[config.mk]
export PLATFORM = sky130hd
export DESIGN_NAME = loteria_arbiter
export DESIGN_NICKNAME = d
export VERILOG_FILES = /design/src/rtl/loteria_arbiter.sv
export SDC_FILE = /design/constraint.sdc
export NUM_CORES = 1
export LEC_CHECK = 0
export BUFFER_PORTS_ARGS = -buffer_cell sky130_fd_sc_hd__buf_2
export CAP_MARGIN = 20
export CORE_UTILIZATION = 43
export CTS_BUF_LIST = sky130_fd_sc_hd__clkbuf_2
export DETAILED_ROUTE_END_ITERATION = 8
export PLACE_DENSITY = 0.87
export SLEW_MARGIN = 20
export SYNTH_ARGS = -nofsm -noshare
export SYNTH_HDL_FRONTEND = slang
export SYNTH_SLANG_ARGS = --single-unit
[constraint.sdc]
create_clock -name clk -period 1.3 [get_ports clk]
set_input_delay 0.26 -clock clk [delete_from_list [all_inputs] [get_ports clk]]
set_output_delay 0.26 -clock clk [all_outputs]
set_load 0.03 [all_outputs]
[src/rtl/loteria_arbiter.sv]
// rtl/loteria_arbiter.sv - round-robin arbiter sharing one Jogo unit between NPLAYERS terminals
// Optional FEED idle timeout guarded by LOTERIA_TIMEOUT_EN.
module loteria_arbiter #(
  parameter int NPLAYERS    = 4,
  parameter int RESULT_WAIT = 2,
  parameter int TIMEOUT     = 255
) (
  input  logic                    clk,
  input  logic                    reset,
  input  logic [NPLAYERS-1:0]     req,
  input  logic [4*NPLAYERS-1:0]   num_in,
  input  logic [NPLAYERS-1:0]     insert_in,
  output logic [NPLAYERS-1:0]     gnt,
  output logic [3:0]              game_num,
  output logic                    game_insert,
  output logic                    game_finish,
  output logic                    game_reset,
  input  logic                    game_win,
  input  logic [1:0]              game_prize,
  output logic [NPLAYERS-1:0]     done,
  output logic                    win_out,
  output logic [1:0]              prize_out,
  output logic                    abort,
  output logic                    busy
);

  localparam int IW = $clog2(NPLAYERS);
  localparam int WW = $clog2(RESULT_WAIT + 1);

  if (NPLAYERS < 2 || NPLAYERS > 8 || RESULT_WAIT < 2 || TIMEOUT < 1) begin : g_bad_param
    $error("loteria_arbiter: parameter out of range");
  end

  typedef enum logic [2:0] {
    S_IDLE, S_CLEAR, S_FEED, S_FINISH, S_WAIT, S_REPORT
  } state_t;

  state_t                state, state_nx;
  logic [IW-1:0]         owner, last, pick;
  logic                  pick_valid;
  logic [NPLAYERS-1:0]   owner_oh;
  logic [2:0]            dcnt;
  logic [WW-1:0]         wcnt;
  logic                  accept;
  logic                  timed_out;

  // Search starts just after the previous owner so a steady requester cannot starve others.
  always_comb begin
    pick       = last;
    pick_valid = 1'b0;
    for (int k = 1; k <= NPLAYERS; k++) begin
      if (!pick_valid && req[IW'((int'(last) + k) % NPLAYERS)]) begin
        pick_valid = 1'b1;
        pick       = IW'((int'(last) + k) % NPLAYERS);
      end
    end
  end

  assign owner_oh = {{(NPLAYERS-1){1'b0}}, 1'b1} << owner;
  assign accept   = (state == S_FEED) && (dcnt != 3'd5) && insert_in[owner];

`ifdef LOTERIA_TIMEOUT_EN
  localparam int TW = ($clog2(TIMEOUT + 1) > 8) ? $clog2(TIMEOUT + 1) : 8;
  logic [TW-1:0] icnt;
  logic          aborted;

  assign timed_out = (state == S_FEED) && (dcnt != 3'd5) && !accept && (icnt == TW'(TIMEOUT));
  assign abort     = (state == S_REPORT) && aborted;

  always_ff @(posedge clk or negedge reset) begin
    if (!reset) begin
      icnt    <= '0;
      aborted <= 1'b0;
    end else begin
      if (state != S_FEED || accept)
        icnt <= '0;
      else if (icnt != TW'(TIMEOUT))
        icnt <= icnt + 1'b1;
      if (state == S_CLEAR)
        aborted <= 1'b0;
      else if (timed_out)
        aborted <= 1'b1;
    end
  end
`else
  assign timed_out = 1'b0;
  assign abort     = 1'b0;
`endif

  always_comb begin
    state_nx    = state;
    gnt         = '0;
    game_finish = 1'b0;
    game_reset  = 1'b0;
    done        = '0;
    win_out     = 1'b0;
    prize_out   = 2'd0;
    busy        = (state != S_IDLE);
    case (state)
      S_IDLE: begin
        if (pick_valid) state_nx = S_CLEAR;
      end
      S_CLEAR: begin
        gnt        = owner_oh;
        game_reset = 1'b1;
        state_nx   = S_FEED;
      end
      S_FEED: begin
        gnt = owner_oh;
        if (dcnt == 3'd5) begin
          state_nx = S_FINISH;
        end else if (timed_out) begin
          game_reset = 1'b1;
          state_nx   = S_REPORT;
        end
      end
      S_FINISH: begin
        gnt         = owner_oh;
        game_finish = 1'b1;
        state_nx    = S_WAIT;
      end
      S_WAIT: begin
        gnt = owner_oh;
        if (wcnt == WW'(RESULT_WAIT - 1)) state_nx = S_REPORT;
      end
      S_REPORT: begin
        gnt       = owner_oh;
        done      = owner_oh;
        win_out   = game_win & ~abort;
        prize_out = abort ? 2'd0 : game_prize;
        state_nx  = S_IDLE;
      end
      default: state_nx = S_IDLE;
    endcase
  end

  always_ff @(posedge clk or negedge reset) begin
    if (!reset) begin
      state       <= S_IDLE;
      owner       <= '0;
      last        <= IW'(NPLAYERS - 1);
      dcnt        <= 3'd0;
      wcnt        <= '0;
      game_num    <= 4'd0;
      game_insert <= 1'b0;
    end else begin
      state       <= state_nx;
      game_insert <= accept;
      game_num    <= accept ? num_in[{owner, 2'b00} +: 4] : 4'd0;
      if (state == S_IDLE && pick_valid) begin
        owner <= pick;
        last  <= pick;
      end
      if (state == S_CLEAR)
        dcnt <= 3'd0;
      else if (accept)
        dcnt <= dcnt + 3'd1;
      if (state == S_WAIT)
        wcnt <= wcnt + 1'b1;
      else
        wcnt <= '0;
    end
  end

endmodule
==> results.ini, run 1 <==
[run_status]
outcome = finished, violations left
violations = setup timing

[hold_path]
holdPathEnd = last[0]$_DFFE_PN1P_
hold_depth = 3
hold_start = req[0]
hp-class = in2reg

[synth]
synth_top_area_cell = dfrtp_1
synthArstFlopShare = 1.00
synth.yosys.seq_area_share = 0.410
synth_cell_types = 37
synthCells = 101
synthTopCellsByCount = 15 x dfrtp_1, 11 x nand2_1, 10 x nor2_1
ys_seq_elements = 17
avgSynthCellArea_sq_um = 10.3
synth_most_common_cell = dfrtp_1
syn_nets = 133
ys.flop_type = dfrtp_1
synth-edff-count = 0
yosys_warnings = 0
synth_area_leaders = dfrtp_1 36%, mux4_2 11%, dfstp_2 5.0%, nand2_1 4.0%, mux2i_1 3.8%
synth.top_cell.area_share = 0.359
syn_area_sq_um = 1040

[grt]
overflow = 0
grt_max_degree = 18
antenna_found_initial = 0
grt_usage = 0.253
grt_first_pass_wirelength_um = 4770
grt_pass1_vias = 1071

[drt]
drc_errors = 0
viasPerCell = 5.26
drt-met1-wl_um = 1160
wl_per_cell_um = 15.7
totalWireLength_um = 3070
firstDrtPassIters = 4
ant_nets = 0
top_layer = met4
wl_met2_um = 1710
drtIter0Drc = 20
wl_met3_um = 105
vias = 1025

[power_and_ir_drop]
p_seq_frac = 0.232
p_sw_w = 0.00187
vdd_ir_drop_max_uv = 1890
p_sw_frac = 0.462
p_comb_frac = 0.708
p_int_w = 0.00218
power_density_nw_per_um2 = 2390
leakagePower_nw = 0.841
power_frac_clock = 0.060

[cts]
htreeDepth = 1
clock_latency_ns = 0.29
clk_pin_slew_ns = 0.16
tritoncts = yes
cts_made_buffers = 3
cts_root_buffer = clkbuf_2
cts_max_path_buffers = 2
cts_sinks = 17

[timing]
post-route-period-util = 1.34
maxSlewViolCount = 0
hold_viol_final = 0
setup_viol = 24
skew_ns = 0.00280
rsz0062_at_grt = true
fin_crit_ns = 1.74
max_freq_ghz = 0.576
timing.final.ws_setup_ns = -0.437

[layout]
nets = 200
synthToLayoutAreaGrowth_pct = 62.0
final_area_sq_um = 1690
diodes = 0
drive_gt1_frac = 0.635

[floorplan]
fp.dieH_um = 51.3
ios = 49
dieArea_sq_um = 2630
core-area_sq_um = 2250
num_rows = 17
die_w_um = 51.3
initial_core_util = 0.463

[placement]
dp_hpwl_um = 2200
place_area_sq_um = 1470
gp_congestion = 0.837
portBuffers = 47
pre_cts_ws_ns = -0.138

[worst_setup_path]
r2r_setup_slack_ns = -0.19
cp_max_fo = 5
crit_path_start_kind = register
cp.arrival_ns = 1.48
r2r_end = dcnt[0]$_DFFE_PN0P_
cp-end-kind = output pin
r2r-start = state[2]$_DFFE_PN0P_
path_class = reg2out
worst-r2r-cell-count = 5
critPathRequiredTime_ns = 1.04

[run]
drv_cap = 0

[state kept, by name (all words and copies together) (netlist names)]
signal	flops
last	2
state	3
game_num	4
game_insert	1
dcnt	3
owner	2
wcnt	2
[cell usage in the layout, fill, tap and decap left out, types with 2 or more instances in the layout]
| master | instances |
|---|---|
| a21oi_1 | 2 |
| and3_2 | 2 |
| buf_2 | 33 |
| buf_4 | 16 |
| buf_6 | 17 |
| clkbuf_2 | 4 |
| dfrtp_1 | 15 |
| dfstp_2 | 2 |
| ha_1 | 3 |
| inv_1 | 4 |
| inv_4 | 2 |
| mux2i_1 | 4 |
| mux4_2 | 5 |
| nand2_1 | 8 |
| nand2b_1 | 4 |
| nor2_1 | 4 |
| nor2_4 | 6 |
| nor2b_1 | 4 |
| nor3_4 | 3 |
| or2_2 | 2 |
[worst max-delay path by stage]
stage / from / slack (ns) / endpoint
2_1_floorplan: state[1]$_DFFE_PN0P_ / -0.15 / done[0]
3_5_place_dp: state[1]$_DFFE_PN0P_ / -0.14 / gnt[2]
3_3_place_gp: state[1]$_DFFE_PN0P_ / -0.09 / game_reset
5_1_grt: state[1]$_DFFE_PN0P_ / -0.49 / gnt[0]
6_report: state[1]$_DFFE_PN0P_ / -0.44 / gnt[0]
4_1_cts: state[2]$_DFFE_PN0P_ / -0.41 / gnt[0]
[worst max-delay path, cell delays in order, from the launching register on]
cell and delay, ns:
dfrtp_1 0.45, buf_6 0.15, nor3_4 0.23, inv_4 0.08, nand2_8 0.10, nor3_4 0.04, buf_6 0.13
[metrics by stage]
stage / instances / utilization / setup TNS, ns / total power [W] / hold slack, ns
floorplan: 101 / - / -0.549 / 0.00264 / -0.0356
global route: 195 / 0.751 / -8.06 / 0.00429 / 0.274
finish: 195 / 0.751 / -6.64 / 0.00405 / 0.258
global placement: 184 / 0.653 / -0.725 / 0.00315 / 0.195
detailed placement: 184 / 0.653 / -1.51 / 0.00326 / 0.202
CTS: 192 / 0.731 / -6.01 / 0.00384 / 0.234
[timing repair]
item	in CTS	in global routing
setup buffers	4	4
pin swaps	8	5
endpoints found under the hold margin	15	0
setup endpoints to repair	25	26
gates resized for setup	37	6
hold buffers	1	0
[power groups by stage]
stage          clock network [W]  registers (W)  logic, W
2_1_floorplan                  0       0.000978   0.00166
3_3_place_gp                   0       0.000920   0.00223
3_5_place_dp                   0       0.000940   0.00232
4_1_cts                 0.000245       0.000935   0.00266
5_1_grt                 0.000269       0.000967   0.00305
6_report                0.000243       0.000941   0.00287
[metal layers]
metal  GRT usage  vias up
met5           0        -
met4       0.122        0
met3      0.0417       10
met2       0.463       28
met1       0.280      505
li1            -      482
[logic make-up after synthesis]
| kind of cell | Yosys count | share of synthesized area |
|---|---|---|
| muxes | 9 | 0.146 |
| xor gates and xnor gates | 1 | 0.00838 |
| other | 1 | 0.00359 |
| AOI/OAI and AO/OA | 11 | 0.0802 |
| adders and majority gates | 3 | 0.0359 |
| DFF | 17 | 0.410 |
| buffers and inverters | 11 | 0.0575 |
| and+or+nand+nor | 48 | 0.259 |
[final cells by class]
cell class	instances	area, sq um
Sequential cell	17	428
Clock buffer	4	20.0
Fill cell	157	562
Timing Repair Buffer	67	487
Tap cell	28	35.0
Inverter	6	27.5
Multi-Input combinational cell	73	696
No activity file was read; power rests on OpenSTA's default activity.
==> run 2, diff against run 1 <==
RECOVER_POWER = 25   (was unset)
==> run 2 against run 1 <==
  * The run still ends with setup timing left
  * Critical path depth stayed put
  * Final cell count is the same
  * Sequential share of layout area did not move
  * Via count is the same
  * Non-clock buffer count did not move
  * Count of clock-buffer cells in the layout did not move
  * Setup slack unchanged
  * Utilization unchanged
  * Critical path type unchanged
  * Global-route usage stayed put
  * Cell area stayed put
  * Sequential power barely moved
==> results.ini, run 2 (synthesized netlist as in run 1, its figures left out) <==
[power_and_ir_drop]
power_density_nw_per_um2 = 2390  ; about the same
leakagePower_nw = 0.841  ; about the same
design_power_total_w = 0.00405  ; about the same
vdd_ir_drop_max_uv = 1890  ; unchanged

[floorplan]
fp.dieH_um = 51.3  ; unchanged
ios = 49  ; unchanged
die_w_um = 51.3  ; unchanged
initial_core_util = 0.463  ; unchanged
num_rows = 17  ; unchanged
core-area_sq_um = 2250  ; unchanged
dieArea_sq_um = 2630  ; unchanged

[drt]
drc_errors = 0  ; unchanged
wl_per_cell_um = 15.7  ; unchanged
viasPerCell = 5.26  ; unchanged
firstDrtPassIters = 4  ; unchanged
ant_nets = 0  ; unchanged
totalWireLength_um = 3070  ; unchanged
vias = 1025  ; unchanged
drtIter0Drc = 20  ; unchanged

[grt]
antenna_found_initial = 0  ; unchanged
grt_first_pass_wirelength_um = 4770  ; unchanged
grt_max_degree = 18  ; unchanged
overflow = 0  ; unchanged
grt_pass1_vias = 1071  ; unchanged
grt_usage = 0.253  ; unchanged

[placement]
dp_hpwl_um = 2200  ; unchanged
placedCellCount = 184  ; unchanged
portBuffers = 47  ; unchanged
gp_congestion = 0.837  ; unchanged

[layout]
largestRegisters = game_num x4, dcnt x3, state x3
synthToLayoutAreaGrowth_pct = 62.0  ; unchanged
seq_area_sq_um = 428  ; unchanged
final_core_util = 0.751  ; unchanged
layout_common_cells = 32 x buf_2, 17 x buf_6, 16 x buf_4, 15 x dfrtp_1, 8 x nand2_1
multi_input_area_sq_um = 696  ; unchanged
top_register = game_num
nets = 200  ; unchanged
final_common_cell = buf_2
drive_gt1_frac = 0.635  ; unchanged
stdcell_count = 195  ; unchanged
diodes = 0  ; unchanged
largest_reg_flops = 4  ; unchanged
fill_cells = 157  ; unchanged

[cts]
htreeDepth = 1  ; unchanged
tritoncts = yes
cts_made_buffers = 3  ; unchanged
clk_pin_slew_ns = 0.16  ; about the same
cts_root_buffer = clkbuf_2
cts_sinks = 17  ; unchanged
cts_max_path_buffers = 2  ; unchanged
clock_latency_ns = 0.29  ; about the same

[timing]
post-route-period-util = 1.34  ; unchanged
setup-tns-final_ns = -6.64  ; -0.0000400 ns
hold_viol_final = 0  ; unchanged
fin_hold_ws_ns = 0.258  ; unchanged
setup_viol = 24  ; unchanged
max_freq_ghz = 0.576  ; unchanged
timing.final.ws_setup_ns = -0.437  ; unchanged
skew_ns = 0.00280  ; unchanged
fin_crit_ns = 1.74  ; unchanged
maxSlewViolCount = 0  ; unchanged
rsz0062_at_grt = true

[run]
drv_cap = 0  ; unchanged

[worst_setup_path]
cp_max_fo = 5  ; unchanged
cp.arrival_ns = 1.48  ; about the same
critPathRequiredTime_ns = 1.04  ; about the same
path_class = reg2out
cp-end-kind = output pin
crit_path_start_kind = register

[hold_path]
hp-class = in2reg

[run_status]
violations = setup timing
outcome = finished, violations left

[run 2: cell count changes in the layout (fill, tap and decap cells not counted), sizes merged]
cell,previous run,this run
clkbuf,4,5
buf,66,65
[run 2: area by class of cell]
class                           count  area share
Tap cell                           28      0.0207
Inverter                            6      0.0163
Clock buffer                        4      0.0118
Multi-Input combinational cell     73       0.411
Timing Repair Buffer               67       0.288
Sequential cell                    17       0.253
[run 2: worst paths after layout]
check | startpoint | end | slack [ns] | cells after the start
worst max register to register | state[2]$_DFFE_PN0P_ | dcnt[0]$_DFFE_PN0P_ | -0.19 | 5
worst max-delay path | state[1]$_DFFE_PN0P_ | gnt[0] | -0.44 | 6
max in group asynchronous | reset | last[0]$_DFFE_PN1P_ | 0.56 | 2
min in group asynchronous | reset | dcnt[1]$_DFFE_PN0P_ | 0.41 | 2
worst min-delay path | req[0] | last[0]$_DFFE_PN1P_ | 0.26 | 3
worst min register to register | wcnt[0]$_DFF_PN0_ | wcnt[0]$_DFF_PN0_ | 0.46 | 1
[run 2: worst max-delay path, cell delays in order (launching register included)]
cell     delay [ns]
dfrtp_1        0.45
buf_6          0.15
nor3_4         0.23
inv_4          0.08
nand2_8        0.10
nor3_4         0.04
buf_6          0.13
[run 2: power by group]
part,leakage [nW],total (W),switching (W),internal [W]
combinational,0.606,0.00287,0.00152,0.00135
sequential,0.219,0.000941,0.000193,0.000748
clock,0.0166,0.000243,0.000161,0.0000815
[run 2: repair_timing]
| action | CTS | global route |
|---|---|---|
| hold buffers | 1 | 0 |
| pin swaps | 8 | 5 |
| endpoints found under the hold margin | 15 | 0 |
| gates resized for setup | 37 | 6 |
| endpoints found under the setup margin | 25 | 26 |
| buffers inserted | 4 | 4 |
[run 2: through the flow]
stage	instance area (sq um)	worst slack [ns]
finish	1690	-0.437
global route	1690	-0.492
CTS	1650	-0.413
detailed placement	1470	-0.138
global placement	1470	-0.0902
floorplan	1160	-0.151
[run 2: per-layer routing]
layer,global-route usage,up-vias,routed length [um]
li1,-,482,-
met1,0.280,505,1160
met2,0.463,28,1710
met3,0.0417,10,105
met4,0.122,0,93
met5,0,-,0
==> run 3, diff against run 2 <==
CAP_MARGIN = 0   (was 20)
CORE_ASPECT_RATIO = 0.9   (was unset)
CORE_UTILIZATION = 28   (was 43)
PLACE_DENSITY = 0.64   (was 0.87)
==> run 3 against run 2 <==
  * The flow still finishes with violations (setup timing)
  * Flip-flop and latch count did not move
  * Via count decreased by 0.59%
  * Final cell count is 11% higher
  * Largest power group unchanged
==> results.ini, run 3 (synthesized netlist as in run 1, its figures left out) <==
[cts]
cts_sinks = 17  ; unchanged
cts_root_buffer = clkbuf_2
cts_made_buffers = 3  ; unchanged
tritoncts = yes
htreeDepth = 1  ; unchanged
clk_pin_slew_ns = 0.18  ; +0.02 ns
clock_latency_ns = 0.32  ; +0.03 ns
cts_max_path_buffers = 2  ; unchanged

[floorplan]
core-area_sq_um = 3480  ; +54%
num_rows = 20  ; +3
initial_core_util = 0.300  ; -0.163
die_w_um = 66.4  ; +29%
dieArea_sq_um = 3980  ; +51%
ios = 49  ; unchanged
fp.dieH_um = 60.0  ; +17%

[power_and_ir_drop]
vdd_ir_drop_max_uv = 1820  ; -3.9%
power_frac_clock = 0.062  ; +0.002
power_density_nw_per_um2 = 2290  ; -4.4%
p_int_w = 0.00228  ; +4.6%
leakagePower_nw = 0.880  ; +4.6%
p_seq_frac = 0.225  ; -0.007
p_sw_frac = 0.445  ; -0.0170
p_sw_w = 0.00183  ; -2.4%
p_comb_frac = 0.713  ; +0.005

[layout]
diodes = 0  ; unchanged
final_core_util = 0.516  ; -0.235
multi_input_area_sq_um = 708  ; +1.8%
largest_reg_flops = 4  ; unchanged
synthToLayoutAreaGrowth_pct = 71.9
layout_common_cells = 33 x buf_2, 21 x buf_6, 16 x buf_4, 15 x dfrtp_1, 8 x nand2_1
final_common_cell = buf_2
largestRegisters = game_num x4, dcnt x3, state x3
fill_cells = 312  ; +99%
top_register = game_num
seq_area_sq_um = 428  ; unchanged
nets = 206  ; +3.0%
drive_gt1_frac = 0.647  ; +0.0127

[timing]
timing.final.ws_setup_ns = -0.458  ; -0.0210 ns
rsz0062_at_grt = true
setup-tns-final_ns = -7.41  ; -0.775 ns
max_freq_ghz = 0.569  ; -1.2%
hold_viol_final = 0  ; unchanged
setup_viol = 23  ; -4.2%
skew_ns = 0.0107  ; +0.00791 ns
fin_crit_ns = 1.76  ; +0.0210 ns
maxSlewViolCount = 0  ; unchanged
post-route-period-util = 1.35  ; +0.0162
fin_hold_ws_ns = 0.276  ; +0.0185 ns

[worst_setup_path]
cp_max_fo = 5  ; unchanged
crit_path_start_kind = register
crit_buf_inv = 1  ; -2
r2r_setup_slack_ns = -0.26  ; -0.07 ns
r2r-start = state[0]$_DFFE_PN0P_
cp_slowest_stage_delay_ns = 0.45  ; about the same
cpMaxStageDelayCell = dfrtp_1
cp-end-kind = output pin
critPathRequiredTime_ns = 1.04  ; about the same
path_class = reg2out
crit_family = simple AND/OR/NAND/NOR gates
crit_chain = and2b_2 > nand2_4 > nor3_4 > buf_6
worst-r2r-cell-count = 7  ; +2
r2r_end = game_num[0]$_DFF_PN0_
cp.arrival_ns = 1.50  ; +0.02 ns

[grt]
grt_usage = 0.156  ; -0.0967
overflow = 0  ; unchanged
antenna_found_initial = 0  ; unchanged
grt_max_degree = 18  ; unchanged
grt_first_pass_wirelength_um = 4600  ; -3.6%
grt_pass1_vias = 1081  ; +0.93%

[drt]
viasPerCell = 4.70  ; -11%
vias = 1019  ; -0.59%
totalWireLength_um = 2650  ; -14%
ant_nets = 0  ; unchanged
firstDrtPassIters = 4  ; unchanged
drc_errors = 0  ; unchanged
drtIter0Drc = 10  ; -50%
wl_per_cell_um = 12.2  ; -22%

[hold_path]
holdPathEnd = last[0]$_DFFE_PN1P_
hold_depth = 4  ; +1
hold_start = req[0]
hp-class = in2reg

[placement]
dp_hpwl_um = 1990  ; -9.6%
gp_congestion = 0.731  ; -13%
portBuffers = 47  ; unchanged

[run]
drv_cap = 0  ; unchanged

[run_status]
violations = setup timing
outcome = finished, violations left

==> run 3: cell types whose count changed in the layout (fill, tap and decap cells not counted), sizes merged <==
cell / delta
clkbuf: -1
buf: +6
clkinv: +1
==> run 3: what timing repair did <==
action	in CTS	in global routing
endpoints found under the hold margin	15	0
hold buffers	1	0
endpoints found under the setup margin	24	27
gates cloned	0	0
pin swaps	4	6
setup buffers	5	5
resized for setup	38	10
==> run 3: worst max path at each step <==
| stage | start | end | cells after the start | slack (ns) |
|---|---|---|---|---|
| 2_1_floorplan | state[1]$_DFFE_PN0P_ | done[0] | 4 | -0.15 |
| 3_3_place_gp | state[1]$_DFFE_PN0P_ | game_reset | 3 | -0.11 |
| 3_5_place_dp | state[1]$_DFFE_PN0P_ | done[0] | 4 | -0.13 |
| 4_1_cts | state[2]$_DFFE_PN0P_ | gnt[0] | 5 | -0.44 |
| 5_1_grt | state[1]$_DFFE_PN0P_ | done[0] | 4 | -0.54 |
| 6_report | state[1]$_DFFE_PN0P_ | done[0] | 4 | -0.46 |
==> run 3: stage by stage <==
| stage | total power [W] | setup WS [ns] | instance area, sq um | cells |
|---|---|---|---|---|
| after floorplan | 0.00264 | -0.151 | 1160 | 101 |
| after global placement | 0.00318 | -0.112 | 1520 | 203 |
| final | 0.00411 | -0.458 | 1800 | 217 |
| after CTS | 0.00389 | -0.444 | 1720 | 213 |
| after detailed placement | 0.00323 | -0.131 | 1520 | 203 |
| after global routing | 0.00439 | -0.541 | 1800 | 217 |
==> run 3: final cells by class <==
| cell class | instances | share of cell area |
|---|---|---|
| multi-input cells | 73 | 0.394 |
| repair buffers | 73 | 0.310 |
| flip-flops and latches | 17 | 0.238 |
| well taps | 44 | 0.0307 |
| inverters | 6 | 0.0153 |
| clock buffers | 3 | 0.00836 |
| clock inverters | 1 | 0.00279 |
==> run 3: metal layers <==
metal  track usage  up-vias  share of wire
met5             0        -              0
li1              -      497              -
met4        0.0790        0          0.029
met1         0.185      466           0.40
met3        0.0344        9          0.070
met2         0.265       47           0.50
==> run 3: worst min-delay path, stage by stage <==
cell and delay (ns):
buf_2 0.09, buf_4 0.10, a21o_1 0.09, a31oi_1 0.07
==> run 3: power by group through the flow <==
stage          combinational, W  sequential [W]  clock, W
2_1_floorplan           0.00166        0.000978         0
3_3_place_gp            0.00226        0.000918         0
3_5_place_dp            0.00230        0.000929         0
4_1_cts                 0.00271        0.000923  0.000254
5_1_grt                 0.00315        0.000963  0.000283
6_report                0.00293        0.000924  0.000255
